$ cat src/rtl/pll_lock_ctrl.sv
// PLL supervisor: sequences PLL power-down, reset and lock acquisition, filters
// loss of lock while running, and reports ready/fail to downstream reset logic.
module pll_lock_ctrl #(
  parameter int unsigned SYNC_STAGES        = 2,
  parameter int unsigned RESET_CYCLES       = 64,
  parameter int unsigned LOCK_STABLE_CYCLES = 1024,
  parameter int unsigned LOCK_TIMEOUT       = 65536,
  parameter int unsigned LOSS_FILTER        = 4,
  parameter int unsigned MAX_RETRIES        = 7
) (
  input  logic       clkin,
  input  logic       rst_n,
  input  logic       lock_i,
  input  logic       pwd_req_i,
  input  logic       relock_req_i,
  output logic       pll_reset_o,
  output logic       pll_pwd_o,
  output logic       ready_o,
  output logic       fail_o,
  output logic [2:0] state_o,
  output logic [7:0] relock_cnt_o
);

  typedef enum logic [2:0] {
    ST_PWD    = 3'd0,
    ST_RST    = 3'd1,
    ST_WAIT   = 3'd2,
    ST_STABLE = 3'd3,
    ST_RUN    = 3'd4,
    ST_FAIL   = 3'd5
  } state_t;

  localparam int unsigned MAX_AB  = (RESET_CYCLES > LOCK_STABLE_CYCLES) ? RESET_CYCLES : LOCK_STABLE_CYCLES;
  localparam int unsigned CNT_MAX = (MAX_AB > LOCK_TIMEOUT) ? MAX_AB : LOCK_TIMEOUT;
  localparam int unsigned CNT_W   = (CNT_MAX > 1) ? $clog2(CNT_MAX) : 1;
  localparam int unsigned LOSS_W  = (LOSS_FILTER > 1) ? $clog2(LOSS_FILTER) : 1;
  localparam int unsigned RETRY_W = $clog2(MAX_RETRIES + 1);

  localparam logic [CNT_W-1:0]   RST_LAST    = CNT_W'(RESET_CYCLES - 1);
  localparam logic [CNT_W-1:0]   STABLE_LAST = CNT_W'(LOCK_STABLE_CYCLES - 1);
  localparam logic [CNT_W-1:0]   TO_LAST     = CNT_W'(LOCK_TIMEOUT - 1);
  localparam logic [LOSS_W-1:0]  LOSS_LAST   = LOSS_W'(LOSS_FILTER - 1);
  localparam logic [RETRY_W-1:0] RETRY_LIMIT = RETRY_W'(MAX_RETRIES);

  logic [SYNC_STAGES-1:0] sync_r;
  logic                   lock_s;
  state_t                 state_r, state_nxt;
  logic [CNT_W-1:0]       cnt_r, cnt_nxt;
  logic [LOSS_W-1:0]      loss_r, loss_nxt;
  logic [RETRY_W-1:0]     retry_r, retry_nxt, retry_inc_s;
  logic [7:0]             relock_r, relock_nxt;
  logic                   restart_s;
  logic                   pll_reset_nxt, pll_pwd_nxt, ready_nxt, fail_nxt;
  logic                   pll_reset_r, pll_pwd_r, ready_r, fail_r;

  assign lock_s      = sync_r[SYNC_STAGES-1];
  assign retry_inc_s = retry_r + RETRY_W'(1);

  // Lock synchroniser: lock_i is asynchronous to clkin
  always_ff @(posedge clkin or negedge rst_n) begin
    if (!rst_n) begin
      sync_r <= {SYNC_STAGES{1'b0}};
    end else begin
      sync_r <= {sync_r[SYNC_STAGES-2:0], lock_i};
    end
  end

  // Next-state, counter and registered-output decode
  always_comb begin
    state_nxt  = state_r;
    retry_nxt  = retry_r;
    loss_nxt   = {LOSS_W{1'b0}};
    relock_nxt = relock_r;
    restart_s  = 1'b0;
    if (pwd_req_i) begin
      state_nxt = ST_PWD;
    end else if (relock_req_i) begin
      state_nxt = ST_RST;
      retry_nxt = {RETRY_W{1'b0}};
      restart_s = 1'b1;
    end else begin
      case (state_r)
        ST_PWD: state_nxt = ST_RST;
        ST_RST: begin
          if (cnt_r == RST_LAST) state_nxt = ST_WAIT;
          else                   state_nxt = ST_RST;
        end
        ST_WAIT: begin
          if (lock_s) begin
            state_nxt = ST_STABLE;
          end else if (cnt_r == TO_LAST) begin
            retry_nxt = retry_inc_s;
            if (retry_inc_s == RETRY_LIMIT) state_nxt = ST_FAIL;
            else                            state_nxt = ST_RST;
          end else begin
            state_nxt = ST_WAIT;
          end
        end
        ST_STABLE: begin
          if (!lock_s) begin
            state_nxt = ST_WAIT;
          end else if (cnt_r == STABLE_LAST) begin
            state_nxt = ST_RUN;
            retry_nxt = {RETRY_W{1'b0}};
          end else begin
            state_nxt = ST_STABLE;
          end
        end
        ST_RUN: begin
          if (lock_s) begin
            state_nxt = ST_RUN;
          end else if (loss_r == LOSS_LAST) begin
            state_nxt = ST_RST;
            if (relock_r != 8'hFF) relock_nxt = relock_r + 8'd1;
            else                   relock_nxt = relock_r;
          end else begin
            state_nxt = ST_RUN;
            loss_nxt  = loss_r + LOSS_W'(1);
          end
        end
        ST_FAIL: state_nxt = ST_FAIL;
        default: state_nxt = ST_RST;
      endcase
    end

    // cnt only matters in timed states; parked at zero elsewhere so it never wraps
    if (restart_s || (state_nxt != state_r) || (state_nxt == ST_PWD) ||
        (state_nxt == ST_RUN) || (state_nxt == ST_FAIL)) begin
      cnt_nxt = {CNT_W{1'b0}};
    end else begin
      cnt_nxt = cnt_r + CNT_W'(1);
    end

    pll_reset_nxt = 1'b0;
    pll_pwd_nxt   = 1'b0;
    ready_nxt     = 1'b0;
    fail_nxt      = 1'b0;
    case (state_nxt)
      ST_PWD:  begin pll_pwd_nxt = 1'b1; pll_reset_nxt = 1'b1; end
      ST_RST:  pll_reset_nxt = 1'b1;
      ST_RUN:  ready_nxt = 1'b1;
      ST_FAIL: begin fail_nxt = 1'b1; pll_reset_nxt = 1'b1; end
      default: pll_reset_nxt = 1'b0;
    endcase
  end

  // State, counters and outputs update on the same edge
  always_ff @(posedge clkin or negedge rst_n) begin
    if (!rst_n) begin
      state_r     <= ST_RST;
      cnt_r       <= {CNT_W{1'b0}};
      loss_r      <= {LOSS_W{1'b0}};
      retry_r     <= {RETRY_W{1'b0}};
      relock_r    <= 8'd0;
      pll_reset_r <= 1'b1;
      pll_pwd_r   <= 1'b0;
      ready_r     <= 1'b0;
      fail_r      <= 1'b0;
    end else begin
      state_r     <= state_nxt;
      cnt_r       <= cnt_nxt;
      loss_r      <= loss_nxt;
      retry_r     <= retry_nxt;
      relock_r    <= relock_nxt;
      pll_reset_r <= pll_reset_nxt;
      pll_pwd_r   <= pll_pwd_nxt;
      ready_r     <= ready_nxt;
      fail_r      <= fail_nxt;
    end
  end

  assign pll_reset_o  = pll_reset_r;
  assign pll_pwd_o    = pll_pwd_r;
  assign ready_o      = ready_r;
  assign fail_o       = fail_r;
  assign state_o      = state_r;
  assign relock_cnt_o = relock_r;

endmodule

$ cat config.mk
export PLATFORM = sky130hd
export DESIGN_NAME = pll_lock_ctrl
export DESIGN_NICKNAME = d
export VERILOG_FILES = /design/src/rtl/pll_lock_ctrl.sv
export SDC_FILE = /design/constraint.sdc
export NUM_CORES = 1
export LEC_CHECK = 0
export CORE_UTILIZATION = 40
export DETAILED_ROUTE_END_ITERATION = 7
export GPL_ROUTABILITY_DRIVEN = 0
export RECOVER_POWER = 50
export SYNTH_ARGS = -nofsm -noshare
export SYNTH_HDL_FRONTEND = slang
export SYNTH_SLANG_ARGS = --single-unit
export TNS_END_PERCENT = 100
$ cat constraint.sdc
create_clock -name clkin -period 2.5 [get_ports clkin]
set_clock_uncertainty 0.2 [all_clocks]
set_input_delay 0.5 -clock clkin [delete_from_list [all_inputs] [get_ports clkin]]
set_output_delay 0.5 -clock clkin [all_outputs]
set_load 0.005 [all_outputs]
==> results of run 1 <==
[routing by layer]
layer | routed length [microns] | track usage
met5 | 0 | 0
met4 | 65 | 0.0692
met3 | 99 | 0.0366
met2 | 2170 | 0.287
met1 | 2110 | 0.226
[how the worst max path moves through the flow]
stage / startpoint / to
2_1_floorplan: cnt_r[0]$_DFF_PN0_ / cnt_r[10]$_DFF_PN0_
3_3_place_gp: pwd_req_i / cnt_r[1]$_DFF_PN0_
3_5_place_dp: pwd_req_i / cnt_r[1]$_DFF_PN0_
4_1_cts: cnt_r[0]$_DFF_PN0_ / cnt_r[2]$_DFF_PN0_
5_1_grt: cnt_r[0]$_DFF_PN0_ / cnt_r[13]$_DFF_PN0_
6_report: cnt_r[1]$_DFF_PN0_ / cnt_r[13]$_DFF_PN0_
[power by group]
part / internal [uW] / switching [uW]
Clock: 294 / 217
Combinational: 36.9 / 55.4
Sequential: 621 / 7.22
Total: 951 / 280
[synthesized netlist by cell type (all sizes together) (2+ instances only)]
library cell  number  area (sq um)
dfstp              2          52.6
xor2               8          70.1
nand2             10          37.5
a31oi              2          18.8
and2               3          21.3
mux2               2          22.5
nor4              19           196
clkbuf             4          16.3
and4b              2          20.0
xnor2             13           114
nor4b              2          17.5
nor2              13          51.3
a21oi              3          15.0
and3               4          26.3
nand4              8          56.3
inv                6          22.5
nor3b              4          30.0
ha                 5          62.6
nand3             14          70.1
a21boi             2          15.0
nor3               3          15.0
buf                4          32.5
or4                2          15.0
and4               2          18.8
nand2b             4          25.0
dfrtp             36           901
o21ai              7          38.8
[state kept, by name, summed over array words and instances, names as in the netlist, 2 cells and up]
| signal | count |
|---|---|
| cnt_r | 16 |
| loss_r | 2 |
| state_o | 3 |
| retry_r | 3 |
| relock_cnt_o | 8 |
| sync_r | 2 |
[layout make-up]
cell class	count	share of cell area
multi-input combinational	143	0.421
tap	70	0.0316
inverter	6	0.00813
sequential	38	0.345
clock inverter	3	0.0145
clock buffer	5	0.0249
timing repair buffer	47	0.155
[kinds of logic (layout without fill, tap and decap cells)]
group	after synthesis	after routing	share of synthesized area
AOI/OAI and AO/OA	19	19	0.0744
xor gates and xnor gates	21	21	0.0875
adders and majority gates	5	5	0.0298
buffers and inverters	14	61	0.0339
DFF	38	38	0.454
muxes	2	2	0.0107
and+or+nand+nor	96	96	0.310
[timing repair]
action / in CTS / in global routing
endpoints found under the hold margin: 0 / 0
setup endpoints to repair: 16 / 16
resized for setup: 4 / 14
pin swaps: 2 / 4
cloned: 0 / 0
buffers inserted: 1 / 1
[per-stage QoR]
stage | area (sq um) | power (uW) | std cells | TNS (ps)
2_1_floorplan | 2100 | 675 | 195 | 0
3_3_place_gp | 2530 | 720 | 302 | -1530
3_5_place_dp | 2530 | 720 | 302 | -2060
4_1_cts | 2680 | 1240 | 311 | -1.23
5_1_grt | 2770 | 1280 | 312 | -76.0
6_report | 2770 | 1230 | 312 | 0
[critical path, delay by kind of cell, from the launching register on]
| kind | cells | cell delay (ps) |
|---|---|---|
| flops | 1 | 400 |
| fa+ha+maj | 1 | 200 |
| buf+inv | 1 | 180 |
| simple gates | 6 | 1330 |
==> metrics.txt, run 1 <==
# TYPE chip_impl_metric gauge
chip_impl_metric{name="synth_cells",unit=""} 195
chip_impl_metric{name="async_reset_ff_frac",unit=""} 1.00
chip_impl_metric{name="yosysUniqueCellTypes",unit=""} 51
chip_impl_metric{name="synth_area_per_cell",unit="sq um"} 10.8
chip_impl_info{name="end_kind",value="flip-flop"} 1
chip_impl_metric{name="synth.yosys.warnings",unit=""} 0
chip_impl_metric{name="fraction_of_layout_cells_with_a_size_suffix_above_1",unit=""} 0.293
chip_impl_metric{name="ys_ff_latch",unit=""} 38
chip_impl_info{name="hold_path.class",value="primary input to asynchronous set/reset pin"} 1
chip_impl_info{name="cp_cell_sequence",value="ha_2, and3_2, nand4_1, and2_4, and3b_1, or4_4, buf_12, nor4_2"} 1
chip_impl_metric{name="vias",unit=""} 1616
chip_impl_info{name="timing.critical_path.from_type",value="flip-flop"} 1
chip_impl_info{name="outcome",value="completed"} 1
chip_impl_metric{name="drt-pass1-iter-count",unit=""} 4
chip_impl_metric{name="reg2regPathDepth",unit=""} 8
chip_impl_metric{name="min_period",unit="ps"} 2420
chip_impl_metric{name="power_leakage",unit="uW"} 0.00110
chip_impl_info{name="tritoncts",value="yes"} 1
chip_impl_metric{name="cts-htree-levels",unit=""} 2
chip_impl_metric{name="multi_input_gate_area",unit="sq mm"} 0.00116
chip_impl_metric{name="route.detailed.drc",unit=""} 0
chip_impl_metric{name="max-cap-violations",unit=""} 0
chip_impl_metric{name="power.ir.vdd_worst",unit="uV"} 264
chip_impl_metric{name="worst_skew_pair.late_latency",unit="ps"} 290
chip_impl_metric{name="antenna_cells_inserted",unit=""} 0
chip_impl_metric{name="worst_pin_slew",unit="ps"} 944
chip_impl_metric{name="cts_max_path_buffers",unit=""} 2
chip_impl_metric{name="preCtsSetupSlack",unit="ps"} -152
chip_impl_metric{name="detail_route.iter0.violations",unit=""} 29
chip_impl_metric{name="grt_max_degree",unit=""} 39
chip_impl_metric{name="drt_wl_total",unit="microns"} 4440
chip_impl_metric{name="worst-endpoint-required",unit="ps"} 2490
chip_impl_metric{name="hold_violations",unit=""} 0
chip_impl_metric{name="power.density",unit="mW/mm^2"} 445
chip_impl_metric{name="fill_cells",unit=""} 472
chip_impl_info{name="crit_slowest_cell",value="sky130_fd_sc_hd__or4_4"} 1
chip_impl_metric{name="total_die_area",unit="sq mm"} 0.00555
chip_impl_metric{name="arr_time_crit_path",unit="ps"} 2410
chip_impl_metric{name="postLayoutCoreUtil",unit=""} 0.546
chip_impl_metric{name="cts_hold_buf",unit=""} 0
chip_impl_metric{name="grt_overflow",unit=""} 0
chip_impl_metric{name="synthesis.nets",unit=""} 205
chip_impl_metric{name="netlist_area",unit="sq mm"} 0.00210
chip_impl_metric{name="drv_slew",unit=""} 0
chip_impl_metric{name="crit_path_max_cell_delay",unit="ps"} 430
chip_impl_info{name="clock-root-buffer",value="sky130_fd_sc_hd__clkbuf_8"} 1
chip_impl_metric{name="timing.reg2reg.setup_slack",unit="ps"} 80
chip_impl_metric{name="drt.antenna.violating_nets",unit=""} 0
chip_impl_metric{name="initial_utilization",unit=""} 0.414
chip_impl_metric{name="number_of_global_route_vias_before_repair",unit=""} 1572
chip_impl_info{name="r2r_end",value="cnt_r[13]$_DFF_PN0_"} 1
chip_impl_info{name="layout.cells.most_common",value="sky130_fd_sc_hd__dfrtp_1"} 1
chip_impl_metric{name="worst_slack",unit="ps"} 81.3
chip_impl_metric{name="grt_antenna_before_repair",unit=""} 0
chip_impl_metric{name="nets",unit=""} 251
chip_impl_metric{name="num_io_pins",unit=""} 20
chip_impl_metric{name="synth_edf_count",unit=""} 0
chip_impl_metric{name="final-seq-area",unit="sq um"} 956
chip_impl_metric{name="yosysSeqAreaShare",unit=""} 0.454
chip_impl_metric{name="global_router_s_overall_resource_usage",unit=""} 0.175
chip_impl_metric{name="clk_slew_on_worst_s_h_paths",unit="ps"} 80
chip_impl_metric{name="route.detailed.wl_per_inst",unit="microns"} 14.2
chip_impl_metric{name="io_buffers",unit=""} 19
chip_impl_info{name="r2r-start",value="cnt_r[1]$_DFF_PN0_"} 1
chip_impl_metric{name="num_rows",unit=""} 26
chip_impl_metric{name="route.detailed.vias_per_inst",unit=""} 5.18
chip_impl_metric{name="timing.max_slew.rel_slack",unit=""} 0.371
chip_impl_metric{name="die-height",unit="microns"} 74.5
chip_impl_metric{name="clock-sinks",unit=""} 38
chip_impl_info{name="worstSetupPathType",value="flip-flop to flip-flop"} 1
chip_impl_metric{name="core-area",unit="sq mm"} 0.00507
chip_impl_info{name="grt_setup_unrepaired",value="true"} 1
chip_impl_metric{name="portion_of_the_clock_cycle_consumed_by_the_worst_path_in_the_final_layout",unit=""} 0.967
chip_impl_info{name="synthFlopType",value="sky130_fd_sc_hd__dfrtp_1"} 1
chip_impl_metric{name="fp.dieW",unit="microns"} 74.5
chip_impl_metric{name="fin_worst_hold_slack",unit="ps"} 137
chip_impl_info{name="commonest_cells_after_routing_fill_and_taps_aside",value="sky130_fd_sc_hd__dfrtp_1, sky130_fd_sc_hd__buf_4, sky130_fd_sc_hd__clkdlybuf4s50_1"} 1
chip_impl_metric{name="max_fo_critical_path",unit=""} 16
chip_impl_metric{name="cts-buffers-inserted",unit=""} 5
chip_impl_metric{name="setup-violations-final",unit=""} 0
chip_impl_metric{name="max_freq",unit="MHz"} 413
chip_impl_metric{name="area_growth",unit="%"} 31.7
chip_impl_metric{name="grt_pass1_wl",unit="microns"} 7290
chip_impl_metric{name="detailedPlacementHpwl",unit="microns"} 3090
No activity file was read; power rests on OpenSTA's default activity.
==> inputs of run 2 (changes only) <==
--- a/config.mk
+++ b/config.mk
@@ -7,2 +7,3 @@
 export LEC_CHECK = 0
+export CORE_MARGIN = 1
 export CORE_UTILIZATION = 40
@@ -11,2 +12,3 @@
 export RECOVER_POWER = 50
+export REMOVE_ABC_BUFFERS = 1
 export SYNTH_ARGS = -nofsm -noshare
==> constraint.sdc (replaced) <==
create_clock -name clkin -period 2.5 [get_ports clkin]
set_clock_uncertainty 0.2 [all_clocks]
set_input_delay 0.75 -clock clkin [delete_from_list [all_inputs] [get_ports clkin]]
set_output_delay 0.75 -clock clkin [all_outputs]
set_load 0.005 [all_outputs]
==> metrics.txt, run 2 (synthesis gave the netlist of run 1 again) <==
# TYPE chip_impl_metric gauge
chip_impl_info{name="outcome",value="completed"} 1
chip_impl_metric{name="worst-endpoint-required",unit="ps"} 2500
chip_impl_info{name="worstSetupPathType",value="flip-flop to flip-flop"} 1
chip_impl_metric{name="crit_path_max_cell_delay",unit="ps"} 480
chip_impl_metric{name="grt_max_degree",unit=""} 39
chip_impl_metric{name="fraction_of_layout_cells_with_a_size_suffix_above_1",unit=""} 0.324
chip_impl_metric{name="fill_cells",unit=""} 452
chip_impl_metric{name="clock_power_share",unit=""} 0.473
chip_impl_info{name="max_flop_register",value="cnt_r"} 1
chip_impl_metric{name="power.share.sequential",unit=""} 0.456
chip_impl_metric{name="p_switching",unit="uW"} 289
chip_impl_metric{name="io_buffers",unit=""} 19
chip_impl_metric{name="min_period",unit="ps"} 2460
chip_impl_metric{name="grt_antenna_before_repair",unit=""} 0
chip_impl_info{name="grt_setup_unrepaired",value="true"} 1
chip_impl_metric{name="arr_time_crit_path",unit="ps"} 2460
chip_impl_info{name="commonest_cells_after_routing_fill_and_taps_aside",value="sky130_fd_sc_hd__dfrtp_1, sky130_fd_sc_hd__buf_4, sky130_fd_sc_hd__clkdlybuf4s50_1"} 1
chip_impl_metric{name="postLayoutCoreUtil",unit=""} 0.572
chip_impl_metric{name="dpl.cell_count",unit=""} 304
chip_impl_metric{name="drt_wl_total",unit="microns"} 4610
chip_impl_metric{name="total_die_area",unit="sq mm"} 0.00555
chip_impl_info{name="clock-root-buffer",value="sky130_fd_sc_hd__clkbuf_8"} 1
chip_impl_metric{name="antenna_cells_inserted",unit=""} 0
chip_impl_metric{name="power.ir.vdd_worst",unit="uV"} 251
chip_impl_metric{name="route.detailed.wl_per_inst",unit="microns"} 14.4
chip_impl_metric{name="vias",unit=""} 1646
chip_impl_info{name="timing.critical_path.from_type",value="flip-flop"} 1
chip_impl_metric{name="detailedPlacementHpwl",unit="microns"} 2940
chip_impl_metric{name="p_sw_frac",unit=""} 0.210
chip_impl_metric{name="route.detailed.drc",unit=""} 0
chip_impl_metric{name="cts-htree-levels",unit=""} 2
chip_impl_metric{name="nets",unit=""} 259
chip_impl_metric{name="detail_route.iter0.violations",unit=""} 51
chip_impl_metric{name="totalNegativeSetupSlack",unit="ps"} 0
chip_impl_metric{name="hold_violations",unit=""} 0
chip_impl_info{name="tritoncts",value="yes"} 1
chip_impl_metric{name="power_leakage",unit="uW"} 0.00116
chip_impl_metric{name="num_io_pins",unit=""} 20
chip_impl_metric{name="number_of_global_route_vias_before_repair",unit=""} 1508
chip_impl_metric{name="drv_slew",unit=""} 0
chip_impl_metric{name="global_router_s_overall_resource_usage",unit=""} 0.176
chip_impl_metric{name="num_rows",unit=""} 26
chip_impl_metric{name="clk_slew_on_worst_s_h_paths",unit="ps"} 80
chip_impl_metric{name="max-cap-violations",unit=""} 0
chip_impl_info{name="hold_path.class",value="flip-flop to flip-flop"} 1
chip_impl_metric{name="die-height",unit="microns"} 74.5
chip_impl_metric{name="p_int",unit="uW"} 1090
chip_impl_metric{name="setup-violations-final",unit=""} 0
chip_impl_metric{name="max_reg_flops",unit=""} 16
chip_impl_metric{name="clock-sinks",unit=""} 38
chip_impl_metric{name="grt_overflow",unit=""} 0
chip_impl_metric{name="timing.max_slew.rel_slack",unit=""} 0.376
chip_impl_metric{name="postLayoutCellArea",unit="sq mm"} 0.00290
chip_impl_metric{name="core-area",unit="sq mm"} 0.00507
chip_impl_metric{name="power.density",unit="mW/mm^2"} 474
chip_impl_metric{name="area_growth",unit="%"} 38.1
chip_impl_metric{name="cts_max_path_buffers",unit=""} 2
chip_impl_metric{name="placed_area",unit="sq mm"} 0.00254
chip_impl_metric{name="drt-pass1-iter-count",unit=""} 4
chip_impl_metric{name="layoutNonFillerInstCount",unit=""} 320
chip_impl_info{name="layout.cells.most_common",value="sky130_fd_sc_hd__dfrtp_1"} 1
chip_impl_metric{name="worst_pin_slew",unit="ps"} 936
chip_impl_metric{name="grt_pass1_wl",unit="microns"} 7270
chip_impl_metric{name="route.detailed.vias_per_inst",unit=""} 5.14
chip_impl_info{name="crit_slowest_cell",value="sky130_fd_sc_hd__or4_4"} 1
chip_impl_metric{name="power.share.combinational",unit=""} 0.071
chip_impl_metric{name="drt.antenna.violating_nets",unit=""} 0
chip_impl_metric{name="portion_of_the_clock_cycle_consumed_by_the_worst_path_in_the_final_layout",unit=""} 0.984
chip_impl_metric{name="initial_utilization",unit=""} 0.414
chip_impl_metric{name="worst_skew_pair.late_latency",unit="ps"} 290
chip_impl_info{name="cp_cell_sequence",value="ha_4, and3_4, nand4_1, and2_4, and3b_1, or4_4, buf_16, nor4_2"} 1
chip_impl_metric{name="cts-buffers-inserted",unit=""} 5
chip_impl_metric{name="fp.dieW",unit="microns"} 74.5
chip_impl_metric{name="max_freq",unit="MHz"} 406
chip_impl_info{name="end_kind",value="flip-flop"} 1
chip_impl_metric{name="max_fo_critical_path",unit=""} 8
chip_impl_metric{name="cts_hold_buf",unit=""} 0
[run 2: per-stage QoR]
step | hold WS (ps) | total power (uW) | worst slack, ps
global placement | 133 | 716 | -383
detailed placement | 135 | 716 | -424
global route | 179 | 1430 | -43.7
finish | 152 | 1370 | 39.7
floorplan | 131 | 669 | -89.5
CTS | 153 | 1380 | 0.151
[run 2: per-layer routing]
| metal | global-route usage | up-vias | wire length [microns] |
|---|---|---|---|
| li1 | - | 821 | - |
| met1 | 0.226 | 792 | 2140 |
| met2 | 0.285 | 26 | 2260 |
| met3 | 0.0379 | 7 | 146 |
| met4 | 0.0734 | 0 | 59 |
| met5 | 0 | - | 0 |
[run 2: worst max-delay path, delay by kind of cell (launching register included)]
kind	cells	cell delay, ps
buffers and inverters	1	180
and+or+nand+nor	6	1400
adders and majority gates	1	180
DFF	1	410
[run 2: layout make-up]
class / count / area, sq um / area share
Sequential cell: 38 / 955 / 0.329
Multi-Input combinational cell: 143 / 1200 / 0.413
Inverter: 6 / 22.5 / 0.00776
Tap cell: 70 / 87.6 / 0.0302
Clock inverter: 2 / 60.1 / 0.0207
Clock buffer: 6 / 82.6 / 0.0284
Timing Repair Buffer: 55 / 495 / 0.171
[run 2: power groups by stage]
stage / registers, uW / clock network [uW] / logic (uW)
final: 627 / 650 / 97.6
after global routing: 628 / 696 / 106
after CTS: 628 / 664 / 83.5
after detailed placement: 640 / 0 / 76.4
after global placement: 640 / 0 / 75.9
after floorplan: 639 / 0 / 30.3
[run 2: what timing repair did]
item / in CTS / in global routing
buffers inserted: 2 / 5
pin swaps: 2 / 6
endpoints found under the setup margin: 20 / 18
resized for setup: 14 / 11
gates cloned: 1 / 0
[run 2: final timing paths]
check                                       endpoint  slack [ps]  depth (start not counted)                start
worst min register to register   sync_r[1]$_DFF_PN0_         150                          0  sync_r[0]$_DFF_PN0_
min in group asynchronous       state_o[2]$_DFF_PN0_         470                          2                rst_n
max in group asynchronous        cnt_r[10]$_DFF_PN0_         990                          2                rst_n
worst max-delay path             cnt_r[15]$_DFF_PN0_          40                          8   cnt_r[1]$_DFF_PN0_
worst max register to register   cnt_r[15]$_DFF_PN0_          40                          8   cnt_r[1]$_DFF_PN0_
worst min-delay path             sync_r[1]$_DFF_PN0_         150                          0  sync_r[0]$_DFF_PN0_
